$ cat config.mk
export PLATFORM = sky130hd
export DESIGN_NAME = fetch_unit
export DESIGN_NICKNAME = d
export VERILOG_FILES = /design/src/rtl/fetch_pkg.sv /design/src/rtl/fetch_queue.sv /design/src/rtl/fetch_unit.sv
export SDC_FILE = /design/constraint.sdc
export NUM_CORES = 1
export LEC_CHECK = 0
export CELL_PAD_IN_SITES_DETAIL_PLACEMENT = 0
export CELL_PAD_IN_SITES_GLOBAL_PLACEMENT = 2
export CORE_ASPECT_RATIO = 1.4
export CORE_MARGIN = 4
export CORE_UTILIZATION = 34
export CTS_CLUSTER_DIAMETER = 100
export DETAILED_ROUTE_END_ITERATION = 10
export GPL_ROUTABILITY_DRIVEN = 0
export PLACE_DENSITY = 0.84
export RECOVER_POWER = 50
export SYNTH_ARGS = -nofsm -noshare
export SYNTH_HDL_FRONTEND = slang
export SYNTH_SLANG_ARGS = --single-unit
$ cat constraint.sdc
create_clock -name clk -period 4.22 [get_ports clk]
set_input_delay 0.633 -clock clk [delete_from_list [all_inputs] [get_ports clk]]
set_output_delay 0.633 -clock clk [all_outputs]
set_load 0.01 [all_outputs]
$ cat src/rtl/fetch_pkg.sv
// Shared types and constants for the instruction fetch stage.
package fetch_pkg;

  localparam int ADDR_W = 32;
  localparam int DATA_W = 32;

  localparam logic [ADDR_W-1:0] RESET_PC_DEFAULT = 32'h0000_0000;
  localparam logic [DATA_W-1:0] NOP = 32'h0000_0013;

  typedef enum logic {
    BOOT = 1'b0,
    RUN  = 1'b1
  } state_e;

  typedef struct packed {
    logic [ADDR_W-1:0] pc;
    logic [DATA_W-1:0] instr;
  } entry_t;

endpackage

$ cat src/rtl/fetch_queue.sv
// In-order instruction buffer between fetch and decode; flush wins over push/pop.
module fetch_queue
  import fetch_pkg::*;
#(
  parameter int QDEPTH = 2,
  localparam int CNT_W = $clog2(QDEPTH + 1)
) (
  input  logic             clk,
  input  logic             rst_n,
  input  logic             push,
  input  entry_t           push_data,
  input  logic             pop,
  input  logic             flush,
  output entry_t           head,
  output logic             full,
  output logic             empty,
  output logic [CNT_W-1:0] count
);

  localparam int PTR_W = $clog2(QDEPTH);

  entry_t           mem [QDEPTH];
  logic [PTR_W-1:0] rd_ptr_reg;
  logic [PTR_W-1:0] wr_ptr_reg;
  logic [CNT_W-1:0] count_reg;
  logic             push_ok;
  logic             pop_ok;

  assign full    = (count_reg == CNT_W'(QDEPTH));
  assign empty   = (count_reg == '0);
  assign count   = count_reg;
  assign head    = mem[rd_ptr_reg];
  assign push_ok = push & ~full;
  assign pop_ok  = pop & ~empty;

  // Entries are cleared on reset so the head reads as zero straight out of reset.
  always_ff @(posedge clk or negedge rst_n) begin
    if (!rst_n) begin
      rd_ptr_reg <= '0;
      wr_ptr_reg <= '0;
      count_reg  <= '0;
      for (int i = 0; i < QDEPTH; i++) mem[i] <= '0;
    end else if (flush) begin
      rd_ptr_reg <= '0;
      wr_ptr_reg <= '0;
      count_reg  <= '0;
    end else begin
      if (push_ok) begin
        mem[wr_ptr_reg] <= push_data;
        wr_ptr_reg      <= wr_ptr_reg + PTR_W'(1);
      end
      if (pop_ok) rd_ptr_reg <= rd_ptr_reg + PTR_W'(1);
      count_reg <= count_reg + CNT_W'(push_ok) - CNT_W'(pop_ok);
    end
  end

endmodule

$ cat src/rtl/fetch_unit.sv
// Fetch stage: owns the PC, issues credit-limited imem requests, buffers responses for decode.
module fetch_unit
  import fetch_pkg::*;
#(
  parameter int                    ADDR_WIDTH = 32,
  parameter int                    DATA_WIDTH = 32,
  parameter int                    QDEPTH     = 2,
  parameter logic [ADDR_WIDTH-1:0] RESET_PC   = RESET_PC_DEFAULT
) (
  input  logic                  clk,
  input  logic                  rst_n,
  input  logic                  pcsrc_i,
  input  logic [ADDR_WIDTH-1:0] pctarget_i,
  output logic                  imem_req_o,
  output logic [ADDR_WIDTH-1:0] imem_addr_o,
  input  logic                  imem_gnt_i,
  input  logic                  imem_rvalid_i,
  input  logic [DATA_WIDTH-1:0] imem_rdata_i,
  output logic                  instr_valid_o,
  output logic [DATA_WIDTH-1:0] instr_o,
  output logic [ADDR_WIDTH-1:0] pc_o,
  output logic [ADDR_WIDTH-1:0] pcplus4_o,
  input  logic                  instr_ready_i
);

  localparam int CNT_W = $clog2(QDEPTH + 1);

  state_e                state_reg, state_next;
  logic [ADDR_WIDTH-1:0] fetch_pc_reg, fetch_pc_next;
  logic [ADDR_WIDTH-1:0] resp_pc_reg, resp_pc_next;
  logic [CNT_W-1:0]      outstanding_reg, outstanding_next;
  logic [CNT_W-1:0]      discard_reg, discard_next;
  logic [CNT_W:0]        occupancy;
  logic [CNT_W-1:0]      q_count;
  logic                  q_full, q_empty, q_push, q_pop;
  logic                  fire, drop;
  logic [ADDR_WIDTH-1:0] target_aligned;
  entry_t                q_head, q_data;

  assign target_aligned = {pctarget_i[ADDR_WIDTH-1:2], 2'b00};
  assign occupancy      = {1'b0, outstanding_reg} + {1'b0, q_count};

  always_comb begin
    state_next       = state_reg;
    imem_req_o       = 1'b0;
    fetch_pc_next    = fetch_pc_reg;
    resp_pc_next     = resp_pc_reg;
    discard_next     = discard_reg;
    if (state_reg == BOOT) state_next = RUN;
    // Credit covers both in-flight requests and buffered entries, so a response always has a slot.
    if (state_reg == RUN && occupancy < (CNT_W+1)'(QDEPTH)) imem_req_o = 1'b1;
    fire             = imem_req_o & imem_gnt_i;
    drop             = imem_rvalid_i && (discard_reg != '0);
    q_push           = imem_rvalid_i && !drop && !pcsrc_i;
    outstanding_next = outstanding_reg + CNT_W'(fire) - CNT_W'(imem_rvalid_i);
    if (fire) fetch_pc_next = fetch_pc_reg + ADDR_WIDTH'(4);
    if (q_push) resp_pc_next = resp_pc_reg + ADDR_WIDTH'(4);
    if (drop) discard_next = discard_reg - CNT_W'(1);
    // Everything still in flight after this edge belongs to the abandoned path.
    if (pcsrc_i) begin
      fetch_pc_next = target_aligned;
      resp_pc_next  = target_aligned;
      discard_next  = outstanding_next;
    end
  end

  always_ff @(posedge clk or negedge rst_n) begin
    if (!rst_n) begin
      state_reg       <= BOOT;
      fetch_pc_reg    <= RESET_PC;
      resp_pc_reg     <= RESET_PC;
      outstanding_reg <= '0;
      discard_reg     <= '0;
    end else begin
      state_reg       <= state_next;
      fetch_pc_reg    <= fetch_pc_next;
      resp_pc_reg     <= resp_pc_next;
      outstanding_reg <= outstanding_next;
      discard_reg     <= discard_next;
    end
  end

  assign q_data.pc    = resp_pc_reg;
  assign q_data.instr = imem_rdata_i;
  assign q_pop        = ~q_empty & instr_ready_i;

  fetch_queue #(.QDEPTH(QDEPTH)) u_queue (
    .clk       (clk),
    .rst_n     (rst_n),
    .push      (q_push),
    .push_data (q_data),
    .pop       (q_pop),
    .flush     (pcsrc_i),
    .head      (q_head),
    .full      (q_full),
    .empty     (q_empty),
    .count     (q_count)
  );

  assign imem_addr_o   = fetch_pc_reg;
  assign instr_valid_o = ~q_empty;
  assign instr_o       = q_head.instr;
  assign pc_o          = q_head.pc;
  assign pcplus4_o     = q_head.pc + ADDR_WIDTH'(4);

endmodule

* Word-level counts from Yosys, hierarchy flattened *
Cells that the tools add are included.

operators by class
  add/subtract/negate cells = 11
  eq/ne operators = 1
  muxes and demuxes = 18
  bitwise operators = 9
  reduce and logical (&&, ||, !) cells = 15
  order comparisons = 4

operators by type and width
  operator                                                   number
  two-way mux 64 bit                                         4
  bitwise mux 128 bit                                        1
  two-way mux 32 bit                                         4
  adder 32 x 3 -> 32 bit (second input constant)             3
  demux 64 bit (select 1 bit)                                1
  nonzero test 2 bit                                         6
  two-way mux 2 bit                                          3
  logical AND 1 bit                                          5
  two-way mux 1 bit                                          5
  adder 2 x 1 -> 2 bit                                       2
  bitwise AND 1 bit                                          4
  greater-or-equal comparator 2 bit (second input constant)  2
  inverter 1 -> 2 bit                                        2
  subtractor 2 x 1 -> 2 bit                                  2
  adder 2 x 2 -> 3 bit                                       1
  < comparator 3 x 2 -> 1 bit (second input constant)        1
  inverter 1 bit                                             3
  adder 1 bit (second input constant)                        2
  == test 2 bit (second input constant)                      1
  zero test 1 bit                                            2
  zero test 2 bit                                            1
  < comparator 2 x 1 -> 1 bit (second input constant)        1
  AND reduction 2 bit                                        1
  subtractor 2 x 1 -> 2 bit (second input constant)          1

storage, ports and cells
  word-level logic and storage cells = 70
  input bits = 70
  register bits after elaboration = 201
  output and inout port bits = 130

* Longest topological paths before layout *
Gate-level depths: netlist of the first run.

  depth in word-level cells = 9
  gate-level depth with buffers = 11
  mapped depth without buffers = 11

* Cells and area by module *
From an unflattened synthesis of the first run, not the netlist that was laid out.

second synthesis, totals
  cells, all modules = 808
  area total of the unflattened synthesis = 10022.1 sq um

by module, submodules not included
  module       area an instance (sq um)  seq. area each (sq um)  cells an instance  instances
  fetch_queue  5743.0                    3303.2                  364                1
  fetch_unit   4279.1                    1626.6                  444                1

* Worst setup path before layout of the first run *
Ideal clock, no wire load.

  path type = reg-to-output
  start point = register u_queue.rd_ptr_reg
  end point = output pcplus4_o[28]
  path buffers = 4
  setup slack = 726 ps
  stages on the path, launching flop included = 12
  data arrival time = 2861 ps
  data required time = 3587 ps
  path through = dfrtp_1 -> buf_2 -> buf_2 -> buf_1 -> buf_2 -> mux2i_1 -> inv_1 -> ha_1 -> nor2b_1 -> nand4_1 -> nor4_1 -> xor2_1

on the way
  cells in the longest elaborated chain, start to end = 5

ends and longest elaborated chain
  element                                                 line               text
  from (decl)                                             fetch_queue.sv:23  logic [PTR_W-1:0] rd_ptr_reg;
  from (signal assigned)                                  fetch_queue.sv:52  if (pop_ok) rd_ptr_reg <= rd_ptr_reg + PTR_W'(1);
  inverter 1 -> 2 bit (not written as such)               fetch_queue.sv:32  assign head = mem[rd_ptr_reg];
  two-way mux 64 bit (not written as such) (3 in series)  fetch_queue.sv:32
  via pc_o[2]                                             fetch_unit.sv:21   output logic [ADDR_WIDTH-1:0] pc_o,
  adder 32 x 3 -> 32 bit                                  fetch_unit.sv:104  assign pcplus4_o = q_head.pc + ADDR_WIDTH'(4);
  to (decl)                                               fetch_unit.sv:22   output logic [ADDR_WIDTH-1:0] pcplus4_o,

The timed path passes the listed nets, and every way through them passes these cells. The select of a mux whose other input is x is not followed.

* Worst setup path after layout of the first run *
  start point = register u_queue.rd_ptr_reg
  end point = output pcplus4_o[28]

on the way
  cells in the longest elaborated chain, start to end = 5

ends and longest elaborated chain
  element                                                 line
  inverter 1 -> 2 bit (not written as such)               fetch_queue.sv:32
  two-way mux 64 bit (not written as such) (3 in series)  fetch_queue.sv:32
  adder 32 x 3 -> 32 bit                                  fetch_unit.sv:104

No other way between the ends. The select of a mux whose other input is x is not followed.

==> results.rst, run 1 <==
.. list-table::
   :header-rows: 1

   * - Metric
     - Value
   * - Average wire length per cell after detail routing
     - 18.7 um
   * - Dominant cell type by area after synthesis
     - sky130_fd_sc_hd__dfrtp_1
   * - Final antenna diode count
     - 0
   * - Met2 Usage GRT
     - 30.3%
   * - Sequential share of power
     - 34.3%
   * - Number of synthesis warnings
     - 0
   * - Number of standard cells after synthesis
     - 831
   * - Maximum vdd drop
     - 0.000477 V
   * - Int Power
     - 5760 uW
   * - Antenna-violating nets left
     - 0
   * - First-pass iteration count of the detailed router
     - 4
   * - Number of hold-slack violations in the final timing report
     - 0
   * - Failing checks
     - max-capacitance violations, max-slew violations
   * - CTS H-Tree Depth
     - 4
   * - Share of flip-flops with an asynchronous set or reset after synthesis
     - 100%
   * - Inserted Clock Buffers
     - 17
   * - Maximum number of pins on one net before global-route repair
     - 93
   * - RSZ-0062 raised after global routing
     - false
   * - Count of clock tree sinks
     - 193
   * - Number of DRC violations after detailed-routing iteration 0
     - 325
   * - CTS resizes
     - 0
   * - CP Class
     - register to primary output
   * - Register area
     - 4830 um^2
   * - Final setup violation count
     - 0
   * - Total wirelength of the detailed-routed design
     - 26.4 mm
   * - HPWL Detailed
     - 19.2 mm
   * - Largest register FFs
     - 124
   * - Antenna violations before repair
     - 0
   * - Worst path required time
     - 3.59 ns
   * - Timing startpoint of the critical path
     - u_queue.rd_ptr_reg
   * - Most used flip-flop cell after synthesis
     - sky130_fd_sc_hd__dfrtp_1
   * - Met1 demand-to-capacity share in global routing
     - 18.9%
   * - Worst R2R Start
     - discard_reg[0]
   * - TritonCTS clock tree
     - done
   * - Worst-case clock buffer depth
     - 2
   * - Final layout net count
     - 1102
   * - Gr ovfl total
     - 0
   * - Portion of synthesized cell area occupied by the leading cell type
     - 48.8%
   * - Setup clock skew after layout
     - 0.00898 ns
   * - Vias in the first global route
     - 7562
   * - Port Buf Inserts
     - 191
   * - Count of standard-cell rows
     - 73
   * - Post-route setup TNS
     - 0 ns
   * - Number of max-slew violations in the final report
     - 199
   * - Area growth, synth to finish
     - 29.6%
   * - Clock Latency Late Sink
     - 0.44 ns
   * - Area of the multi-input gates
     - 4820 um^2
   * - Library cell used as clock root buffer
     - sky130_fd_sc_hd__clkbuf_16
   * - Routed vias/inst
     - 5.02
   * - Average cell area after synthesis
     - 11.9 um^2
   * - Vias post-DR
     - 7080
   * - First-pass GRT wire length
     - 41.8 mm
   * - Clock Pin Slew Worst Setup and Hold Paths
     - 0.07 ns
   * - Achievable clock frequency
     - 256 MHz
   * - Type of destination of the critical path
     - primary output
   * - Final Util
     - 44.9%
   * - Switching Share
     - 34.4%
   * - Ranking of synthesized cells by area
     - sky130_fd_sc_hd__dfrtp_1, sky130_fd_sc_hd__mux2_2, sky130_fd_sc_hd__xor2_1
   * - Overall Global Routing Usage
     - 16.4%
   * - Arrival @ worst endpoint
     - 3.28 ns
   * - Post-detailed-route DRC marker count
     - 0
   * - Static Leakage
     - 0.00522 uW
   * - Leading cell types by count after synthesis
     - sky130_fd_sc_hd__dfrtp_1, sky130_fd_sc_hd__mux2_2, sky130_fd_sc_hd__nand2_1
   * - Hold wc startpoint
     - u_queue.mem[117]
   * - Rel. slew slack
     - -59.7%
   * - Top-level I/O count
     - 200
   * - GR Layer Usage met3
     - 3.12%
   * - Cell area power density
     - 684 nW/um^2
   * - Number of filler instances in the final layout
     - 2700
   * - Initial Utilization
     - 34.6%
   * - Critical Path Source Type
     - register
   * - Post-synthesis sequential area ratio
     - 48.8%
   * - Core area
     - 28600 um^2
   * - Die boundary width
     - 152 um
   * - Result of the run
     - finished, violations left
   * - DIE HEIGHT
     - 210 um
   * - Combinational fraction of design power
     - 47.1%
   * - Most Used Layer, Global Route
     - met2
   * - Flip-flop and latch count after synthesis
     - 193
   * - Maximum net fanout on the critical path
     - 18
   * - Clock group share of total power
     - 18.6%
   * - Switching Power
     - 3020 uW
   * - Final min period
     - 3.91 ns
   * - Slew @ Worst Pin
     - 2.40 ns
   * - Count of flip-flops with a built-in enable after synthesis
     - 0
   * - Layout cell share with drive strength beyond 1
     - 24.9%
   * - Yosys cell types
     - 58
   * - Max-cap check violation count
     - 3
   * - Hold Path Class
     - register to register
   * - Synthesized cell area
     - 9910 um^2
   * - DIE AREA
     - 32000 um^2
   * - Final clock period utilization by the worst path
     - 92.7%
[through the flow]
stage / power [uW] / hold WS, ns / worst slack [ns] / cell area [um^2] / std cells
finish: 8790 / 0.485 / 0.307 / 12800 / 1411
global route: 9330 / 0.505 / 0.129 / 12800 / 1411
CTS: 8920 / 0.282 / 0.0183 / 12900 / 1408
detailed placement: 7230 / 0.467 / 0.422 / 12300 / 1375
global placement: 7180 / 0.463 / 0.449 / 12300 / 1375
floorplan: 5150 / 0.337 / 0.726 / 9920 / 836
[logic make-up after synthesis]
logic type,count (synthesis),share of synthesized area [%]
muxes,208,23.5
and+or+nand+nor,208,12.0
DFF,193,48.8
xor gates and xnor gates,78,6.90
AOI/OAI and AO/OA,70,4.57
buffers and inverters,63,2.94
adders and majority gates,9,1.21
other,2,0.0758
[path summary, 6_finish.rpt]
kind	endpoint	cells after the start	slack [ns]
min in group asynchronous	imem_addr_o[2]	1	0.89
max reg2reg	u_queue.mem[118]	6	1.14
max	pcplus4_o[28]	9	0.31
min reg2reg	u_queue.mem[117]	1	0.49
min	u_queue.mem[117]	1	0.49
max in group asynchronous	u_queue.mem[4]	2	0.91
[cell usage in the layout (no fill, tap or decap), types with 8 or more instances in the layout]
| cell type | n |
|---|---|
| sky130_fd_sc_hd__mux2_2 | 193 |
| sky130_fd_sc_hd__dfrtp_1 | 192 |
| sky130_fd_sc_hd__clkdlybuf4s50_1 | 160 |
| sky130_fd_sc_hd__nand2_1 | 42 |
| sky130_fd_sc_hd__xor2_1 | 40 |
| sky130_fd_sc_hd__xnor2_1 | 38 |
| sky130_fd_sc_hd__dlygate4sd3_1 | 30 |
| sky130_fd_sc_hd__nand3_1 | 29 |
| sky130_fd_sc_hd__nand4_1 | 26 |
| sky130_fd_sc_hd__nor2_1 | 26 |
| sky130_fd_sc_hd__inv_1 | 20 |
| sky130_fd_sc_hd__a21oi_1 | 20 |
| sky130_fd_sc_hd__clkbuf_16 | 17 |
| sky130_fd_sc_hd__nor3_1 | 15 |
| sky130_fd_sc_hd__o21ai_0 | 12 |
| sky130_fd_sc_hd__and3_1 | 10 |
| sky130_fd_sc_hd__nand2b_1 | 8 |
| sky130_fd_sc_hd__mux2i_1 | 8 |
| sky130_fd_sc_hd__or3_1 | 8 |
| sky130_fd_sc_hd__a31oi_1 | 8 |
| sky130_fd_sc_hd__ha_1 | 8 |
| sky130_fd_sc_hd__buf_4 | 8 |
[critical path, cell delays in order, from the launching register on]
cell                              delay [ns]
sky130_fd_sc_hd__dfrtp_4                0.60
sky130_fd_sc_hd__mux2i_1                0.18
sky130_fd_sc_hd__inv_1                  0.10
sky130_fd_sc_hd__ha_1                   0.19
sky130_fd_sc_hd__nor2b_1                0.36
sky130_fd_sc_hd__nand4_1                0.14
sky130_fd_sc_hd__buf_4                  0.20
sky130_fd_sc_hd__nor4_1                 0.35
sky130_fd_sc_hd__xor2_1                 0.17
sky130_fd_sc_hd__clkdlybuf4s50_1        0.55
[timing repair]
item	in CTS	in global routing
hold endpoints to repair	0	0
buffers inserted	1	3
hold buffers	0	0
pin swaps	1	2
endpoints found under the setup margin	4	8
[power by group through the flow]
stage / clock, uW / sequential (uW) / combinational [uW]
after floorplan: 0 / 2870 / 2280
after global placement: 0 / 3050 / 4130
after detailed placement: 0 / 3080 / 4160
after CTS: 1700 / 3040 / 4190
after global routing: 1760 / 3110 / 4460
final: 1630 / 3020 / 4140
[per-layer routing]
metal  vias up  share of wire (%)
li1       3335                  -
met1      3572                 39
met2       143                 55
met3        30                3.3
met4         0                2.6
met5         -                  0
[area by class of cell]
type,instances,area share (%)
sequential,193,37.6
multi-input combinational,580,37.5
timing repair buffer,209,16.0
tap,375,3.65
clock buffer,17,3.31
clock inverter,15,1.23
inverter,22,0.643
(Power assumes the default switching activity.)
==> run 2, diff against run 1 <==
CELL_PAD_IN_SITES_DETAIL_PLACEMENT = 1   (was 0)
CELL_PAD_IN_SITES_GLOBAL_PLACEMENT = 1   (was 2)
CORE_UTILIZATION = 40   (was 34)
PLACE_DENSITY = 0.83   (was 0.84)
==> results.rst, run 2 (synthesized netlist as in run 1, its figures left out) <==
.. list-table::
   :header-rows: 1

   * - Metric
     - Value
   * - Slew @ Worst Pin
     - 2.95 ns (was 2.40 ns)
   * - Routed vias/inst
     - 5.36 (was 5.02)
   * - DIE AREA
     - 27400 um^2 (was 32000 um^2)
   * - Worst-case clock buffer depth
     - 2 (unchanged)
   * - Gr ovfl total
     - 0 (unchanged)
   * - Maximum net fanout on the critical path
     - 17 (was 18)
   * - DIE HEIGHT
     - 194 um (was 210 um)
   * - Clock Pin Slew Worst Setup and Hold Paths
     - 0.07 ns (about the same)
   * - Number of max-slew violations in the final report
     - 178 (was 199)
   * - Number of hold buffers added after CTS
     - 0 (unchanged)
   * - Core area
     - 24100 um^2 (was 28600 um^2)
   * - CP Capture Point
     - pcplus4_o[28] (unchanged)
   * - RSZ-0062 raised after global routing
     - false (unchanged)
   * - Count of standard-cell rows
     - 67 (was 73)
   * - Vias in the first global route
     - 7924 (was 7562)
   * - Post-placement cell area
     - 12200 um^2 (was 12300 um^2)
   * - Layout cell share with drive strength beyond 1
     - 25.0% (was 24.9%)
   * - Final setup violation count
     - 0 (unchanged)
   * - HPWL Detailed
     - 19.5 mm (was 19.2 mm)
   * - Met1 demand-to-capacity share in global routing
     - 23.2% (was 18.9%)
   * - CTS H-Tree Depth
     - 4 (unchanged)
   * - FF-to-FF setup slack
     - 1.04 ns (was 1.14 ns)
   * - Area growth, synth to finish
     - 28.7% (was 29.6%)
   * - Achievable clock frequency
     - 252 MHz (was 256 MHz)
   * - Met2 Usage GRT
     - 37.6% (was 30.3%)
   * - First-pass iteration count of the detailed router
     - 4 (unchanged)
   * - Initial Utilization
     - 41.0% (was 34.6%)
   * - Antenna-violating nets left
     - 0 (unchanged)
   * - Worst path required time
     - 3.59 ns (about the same)
   * - Static Leakage
     - 0.00522 uW (about the same)
   * - Final antenna diode count
     - 0 (unchanged)
   * - First-pass GRT wire length
     - 44.0 mm (was 41.8 mm)
   * - Arrival @ worst endpoint
     - 3.34 ns (was 3.28 ns)
   * - Number of cells in the finished layout apart from fillers
     - 1342 (was 1411)
   * - Inserted Clock Buffers
     - 17 (unchanged)
   * - Max-cap check violation count
     - 2 (was 3)
   * - Failing checks
     - max-capacitance violations, max-slew violations (unchanged)
   * - Clock Latency Late Sink
     - 0.43 ns (was 0.44 ns)
   * - Combinational fraction of design power
     - 47.1% (about the same)
   * - Final layout net count
     - 1099 (was 1102)
   * - Type of destination of the critical path
     - primary output (unchanged)
   * - Final Util
     - 52.8% (was 44.9%)
   * - Post-detailed-route DRC marker count
     - 0 (unchanged)
   * - Hold Path Class
     - register to register (unchanged)
   * - Total wirelength of the detailed-routed design
     - 27.1 mm (was 26.4 mm)
   * - GR Layer Usage met3
     - 3.40% (was 3.12%)
   * - Top-level I/O count
     - 200 (unchanged)
   * - Post-placement setup slack
     - 0.500 ns (was 0.422 ns)
   * - Die boundary width
     - 141 um (was 152 um)
   * - Final min period
     - 3.97 ns (was 3.91 ns)
   * - Overall Global Routing Usage
     - 20.1% (was 16.4%)
   * - Sequential share of power
     - 34.3% (about the same)
   * - Most Used Layer, Global Route
     - met2 (unchanged)
   * - Maximum vdd drop
     - 0.000456 V (was 0.000477 V)
   * - Rel. slew slack
     - -96.7% (was -59.7%)
   * - Area of all placed cells without fillers
     - 12800 um^2 (about the same)
   * - Average wire length per cell after detail routing
     - 20.2 um (was 18.7 um)
   * - Timing startpoint of the critical path
     - u_queue.rd_ptr_reg (unchanged)
   * - Capture point of the worst reg-to-reg path
     - u_queue.mem[72] (was u_queue.mem[118])
   * - Result of the run
     - finished, violations left (unchanged)
   * - Critical Path Source Type
     - register (unchanged)
   * - Largest register FFs
     - 124 (unchanged)
   * - Switching Share
     - 34.6% (was 34.4%)
   * - Setup clock skew after layout
     - 0.0103 ns (was 0.00898 ns)
   * - CP Class
     - register to primary output (unchanged)
   * - Switching Power
     - 3060 uW (was 3020 uW)
   * - Most frequent cells in the layout
     - sky130_fd_sc_hd__mux2_2, sky130_fd_sc_hd__dfrtp_1, sky130_fd_sc_hd__clkdlybuf4s50_1 (unchanged)
   * - Most common cell after layout, fill and taps aside
     - sky130_fd_sc_hd__mux2_2 (unchanged)
   * - TritonCTS clock tree
     - done (unchanged)
   * - Final clock period utilization by the worst path
     - 94.1% (was 92.7%)
   * - Library cell used as clock root buffer
     - sky130_fd_sc_hd__clkbuf_16 (unchanged)
   * - R2R depth
     - 6 (unchanged)
   * - Worst R2R Start
     - discard_reg[0] (unchanged)
   * - Number of DRC violations after detailed-routing iteration 0
     - 287 (was 325)
   * - Count of clock tree sinks
     - 193 (unchanged)
   * - Antenna violations before repair
     - 0 (unchanged)
   * - Maximum number of pins on one net before global-route repair
     - 115 (was 93)
   * - Port Buf Inserts
     - 191 (unchanged)
   * - Post-route setup TNS
     - 0 ns (unchanged)
   * - Vias post-DR
     - 7197 (was 7080)
   * - CTS resizes
     - 0 (unchanged)
   * - Smallest setup slack after layout
     - 0.250 ns (was 0.307 ns)
   * - Number of hold-slack violations in the final timing report
     - 0 (unchanged)
   * - Cell area power density
     - 694 nW/um^2 (was 684 nW/um^2)
   * - Clock group share of total power
     - 18.6% (about the same)
   * - Number of cells on the worst hold path
     - 1 (unchanged)
   * - Int Power
     - 5790 uW (was 5760 uW)
   * - DP Cell Count
     - 1307 (was 1375)
-- run 2: how the worst min path moves through the flow --
stage / start / endpoint / slack [ns]
after global placement: u_queue.mem[82] / u_queue.mem[82] / 0.46
final: u_queue.mem[85] / u_queue.mem[85] / 0.50
after floorplan: rst_n / discard_reg[0] / 0.34
after detailed placement: u_queue.mem[86] / u_queue.mem[86] / 0.48
after CTS: rst_n / imem_addr_o[4] / 0.36
after global routing: u_queue.mem[86] / u_queue.mem[86] / 0.51
-- run 2: metrics by stage --
stage          total power [uW]  hold slack (ns)
2_1_floorplan              5150            0.337
3_3_place_gp               7110            0.464
3_5_place_dp               7270            0.480
4_1_cts                    8960            0.361
5_1_grt                    9390            0.514
6_report                   8850            0.496
-- run 2: worst max-delay path: stages (launching register included) --
cell                              delay, ns
sky130_fd_sc_hd__dfrtp_4               0.59
sky130_fd_sc_hd__mux2_2                0.30
sky130_fd_sc_hd__ha_1                  0.19
sky130_fd_sc_hd__nor2b_1               0.38
sky130_fd_sc_hd__nand4_1               0.15
sky130_fd_sc_hd__buf_4                 0.20
sky130_fd_sc_hd__nor4_1                0.33
sky130_fd_sc_hd__xor2_1                0.20
sky130_fd_sc_hd__clkdlybuf4s50_1       0.56
-- run 2: what timing repair did --
item	4_1_cts	5_1_grt
setup endpoints to repair	0	12
buffers inserted	0	4
hold endpoints to repair	0	0
-- run 2: cell type report --
type                       count  area [um^2]
clock inverter                13          154
fill                        2564        11400
sequential                   193         4830
timing repair buffer         206         2050
multi-input combinational    580         4800
inverter                      22         82.6
clock buffer                  18          439
tap                          310          388
-- run 2: power groups by stage --
stage / Clock (uW) / Sequential (uW) / Combinational, uW
floorplan: 0 / 2870 / 2280
global placement: 0 / 3020 / 4090
detailed placement: 0 / 3090 / 4180
CTS: 1680 / 3060 / 4220
global route: 1760 / 3130 / 4500
finish: 1640 / 3030 / 4170
-- run 2: per-layer routing --
metal	vias up	wire [um]
li1	3342	-
met2	131	15400
met3	28	848
met5	-	0
met4	0	561
met1	3696	10300
==> run 3, diff against run 2 <==
CORE_MARGIN = 2   (was 4)
==> results.rst, run 3 (synthesized netlist as in run 1, its figures left out) <==
.. list-table::
   :header-rows: 1

   * - Metric
     - Value
   * - Cell area power density
     - 700 nW/um^2 (was 694 nW/um^2)
   * - Type of destination of the critical path
     - primary output (unchanged)
   * - CTS H-Tree Depth
     - 4 (unchanged)
   * - Setup clock skew after layout
     - 0.00753 ns (was 0.0103 ns)
   * - Vias in the first global route
     - 7806 (was 7924)
   * - Worst path required time
     - 3.59 ns (about the same)
   * - Number of DRC violations after detailed-routing iteration 0
     - 287 (unchanged)
   * - Antenna-violating nets left
     - 0 (unchanged)
   * - Maximum number of pins on one net before global-route repair
     - 87 (was 115)
   * - Hold wc startpoint
     - u_queue.mem[86] (was u_queue.mem[85])
   * - Switching Share
     - 34.1% (was 34.6%)
   * - Switching Power
     - 3050 uW (was 3060 uW)
   * - Number of cells on the worst hold path
     - 1 (unchanged)
   * - Number of cells on the critical path
     - 7 (was 8)
   * - Most frequent cells in the layout
     - sky130_fd_sc_hd__mux2_2, sky130_fd_sc_hd__dfrtp_1, sky130_fd_sc_hd__clkdlybuf4s50_1 (unchanged)
   * - Final antenna diode count
     - 0 (unchanged)
   * - Largest register FFs
     - 124 (unchanged)
   * - Clock Latency Late Sink
     - 0.44 ns (was 0.43 ns)
   * - Post-detailed-route DRC marker count
     - 0 (unchanged)
   * - Sequential share of power
     - 34.1% (was 34.3%)
   * - TritonCTS clock tree
     - done (unchanged)
   * - RSZ-0062 raised after global routing
     - false (unchanged)
   * - Arrival @ worst endpoint
     - 3.33 ns (was 3.34 ns)
   * - HPWL Detailed
     - 19.4 mm (was 19.5 mm)
   * - Number of hold buffers added after CTS
     - 0 (unchanged)
   * - Total wirelength of the detailed-routed design
     - 27.2 mm (was 27.1 mm)
   * - Area growth, synth to finish
     - 29.0% (was 28.7%)
   * - Inserted Clock Buffers
     - 17 (unchanged)
   * - Hold Path Class
     - register to register (unchanged)
   * - Gr ovfl total
     - 0 (unchanged)
   * - Int Power
     - 5900 uW (was 5790 uW)
   * - Worst R2R Start
     - discard_reg[0] (unchanged)
   * - Final clock period utilization by the worst path
     - 93.9% (was 94.1%)
   * - Routed vias/inst
     - 5.38 (was 5.36)
   * - DP Cell Count
     - 1312 (was 1307)
   * - Die boundary width
     - 137 um (was 141 um)
   * - Critical Path Source Type
     - register (unchanged)
   * - Vias post-DR
     - 7239 (was 7197)
   * - Rel. slew slack
     - -47.4% (was -96.7%)
   * - Pwr Total
     - 8950 uW (was 8850 uW)
   * - Core area
     - 24500 um^2 (was 24100 um^2)
   * - Most common cell after layout, fill and taps aside
     - sky130_fd_sc_hd__mux2_2 (unchanged)
   * - Final layout net count
     - 1097 (was 1099)
   * - Combinational fraction of design power
     - 46.5% (was 47.1%)
   * - Port Buf Inserts
     - 191 (unchanged)
   * - Final setup violation count
     - 0 (unchanged)
   * - Clock group share of total power
     - 19.3% (was 18.6%)
   * - CP cell instances
     - buf_4 > nand4b_1 > a222oi_1 > nand4_1 > nor4_1 > xor2_1 > clkdlybuf4s50_1 (was mux2_2 > ha_1 > nor2b_1 > nand4_1 > buf_4 > nor4_1 > xor2_1 > clkdlybuf4s50_1)
   * - Post-route setup TNS
     - 0 ns (unchanged)
   * - Largest stage delay on the critical path
     - 0.63 ns (was 0.59 ns)
   * - Count of clock tree sinks
     - 193 (unchanged)
   * - Layout cell share with drive strength beyond 1
     - 24.6% (was 25.0%)
   * - First-pass GRT wire length
     - 42.7 mm (was 44.0 mm)
   * - Antenna violations before repair
     - 0 (unchanged)
   * - Cell family with most CP delay
     - buffers and inverters (was simple AND/OR/NAND/NOR gates)
   * - Number of max-slew violations in the final report
     - 179 (was 178)
   * - CP Class
     - register to primary output (unchanged)
   * - Clock Pin Slew Worst Setup and Hold Paths
     - 0.07 ns (about the same)
   * - DIE AREA
     - 26100 um^2 (was 27400 um^2)
   * - Overall Global Routing Usage
     - 21.3% (was 20.1%)
   * - Result of the run
     - finished, violations left (unchanged)
   * - First-pass iteration count of the detailed router
     - 4 (unchanged)
   * - Library cell used as clock root buffer
     - sky130_fd_sc_hd__clkbuf_16 (unchanged)
   * - Count of standard-cell rows
     - 68 (was 67)
   * - Capture point of the worst reg-to-reg path
     - u_queue.mem[74] (was u_queue.mem[72])
   * - Average wire length per cell after detail routing
     - 20.2 um (about the same)
   * - Initial Utilization
     - 40.4% (was 41.0%)
   * - Static Leakage
     - 0.00521 uW (was 0.00522 uW)
   * - Number of cells in the finished layout apart from fillers
     - 1346 (was 1342)
   * - Achievable clock frequency
     - 252 MHz (about the same)
   * - R2R depth
     - 6 (unchanged)
   * - Maximum net fanout on the critical path
     - 26 (was 17)
   * - Worst-case clock buffer depth
     - 2 (unchanged)
   * - Hold worst-path end
     - u_queue.mem[86] (was u_queue.mem[85])
   * - FF-to-FF setup slack
     - 1.03 ns (was 1.04 ns)
   * - DIE HEIGHT
     - 190 um (was 194 um)
   * - Top-level I/O count
     - 200 (unchanged)
   * - Number of hold-slack violations in the final timing report
     - 0 (unchanged)
   * - Failing checks
     - max-capacitance violations, max-slew violations (unchanged)
   * - Slew @ Worst Pin
     - 2.21 ns (was 2.95 ns)
   * - Maximum vdd drop
     - 0.000487 V (was 0.000456 V)
   * - CP max-delay cell
     - sky130_fd_sc_hd__dfrtp_4 (unchanged)
   * - Worst path buffer plus inverter count
     - 2 (unchanged)
   * - Max-cap check violation count
     - 3 (was 2)
   * - Final min period
     - 3.96 ns (was 3.97 ns)
run 3: cell count changes in the layout (fill, tap and decap cells not counted), sizes merged:
cell	change
buf	-3
bufinv	+2
clkbuf	+2
clkinv	-2
clkinvlp	+3
inv	-3
run 3: metrics by stage:
step,utilization [%],area [um^2],worst slack [ns],hold WS (ns)
2_1_floorplan,-,9920,0.726,0.337
3_3_place_gp,49.6,12200,0.504,0.463
3_5_place_dp,49.6,12200,0.471,0.492
4_1_cts,52.2,12800,0.00371,0.254
5_1_grt,52.1,12800,0.0517,0.521
6_report,52.1,12800,0.256,0.497
run 3: per-layer routing:
| layer | wire length, um | track usage (%) | vias up |
|---|---|---|---|
| li1 | - | - | 3323 |
| met1 | 10200 | 23.6 | 3756 |
| met2 | 15700 | 40.9 | 130 |
| met3 | 780 | 3.41 | 30 |
| met4 | 496 | 6.23 | 0 |
| met5 | 0 | 0 | - |
run 3: worst max-delay path by stage:
stage                            start            end  slack (ns)
CTS                 u_queue.rd_ptr_reg  pcplus4_o[29]       0.004
finish              u_queue.rd_ptr_reg  pcplus4_o[31]        0.26
floorplan           u_queue.rd_ptr_reg  pcplus4_o[28]        0.73
global route        u_queue.rd_ptr_reg  pcplus4_o[29]        0.05
detailed placement  u_queue.rd_ptr_reg  pcplus4_o[29]        0.47
global placement    u_queue.rd_ptr_reg  pcplus4_o[31]        0.50
run 3: power groups by stage:
stage / Clock, uW / Combinational [uW] / Sequential (uW)
finish: 1730 / 4160 / 3050
global route: 1830 / 4490 / 3150
CTS: 1770 / 4200 / 3080
detailed placement: 0 / 4160 / 3110
floorplan: 0 / 2280 / 2870
global placement: 0 / 4060 / 3050
run 3: layout make-up:
cell class / count / area, um^2
clock buffer: 19 / 443
clock inverter: 13 / 184
fill: 2604 / 11700
inverter: 22 / 82.6
multi-input combinational: 580 / 4800
sequential: 193 / 4830
tap: 315 / 394
timing repair buffer: 204 / 2040
run 3: worst register-to-register path, cell delays in order (launching register included):
cell and delay [ns]:
sky130_fd_sc_hd__dfrtp_1 0.37, sky130_fd_sc_hd__inv_1 0.09, sky130_fd_sc_hd__ha_1 0.24, sky130_fd_sc_hd__nand2_1 0.15
sky130_fd_sc_hd__nor4_1 0.34, sky130_fd_sc_hd__clkbuf_2 1.36, sky130_fd_sc_hd__mux2_2 0.51
run 3: repair_timing:
action / CTS / global route
endpoints found under the setup margin: 2 / 15
resized for setup: 0 / 0
cloned: 0 / 0
buffers inserted: 0 / 2
pin swaps: 1 / 1
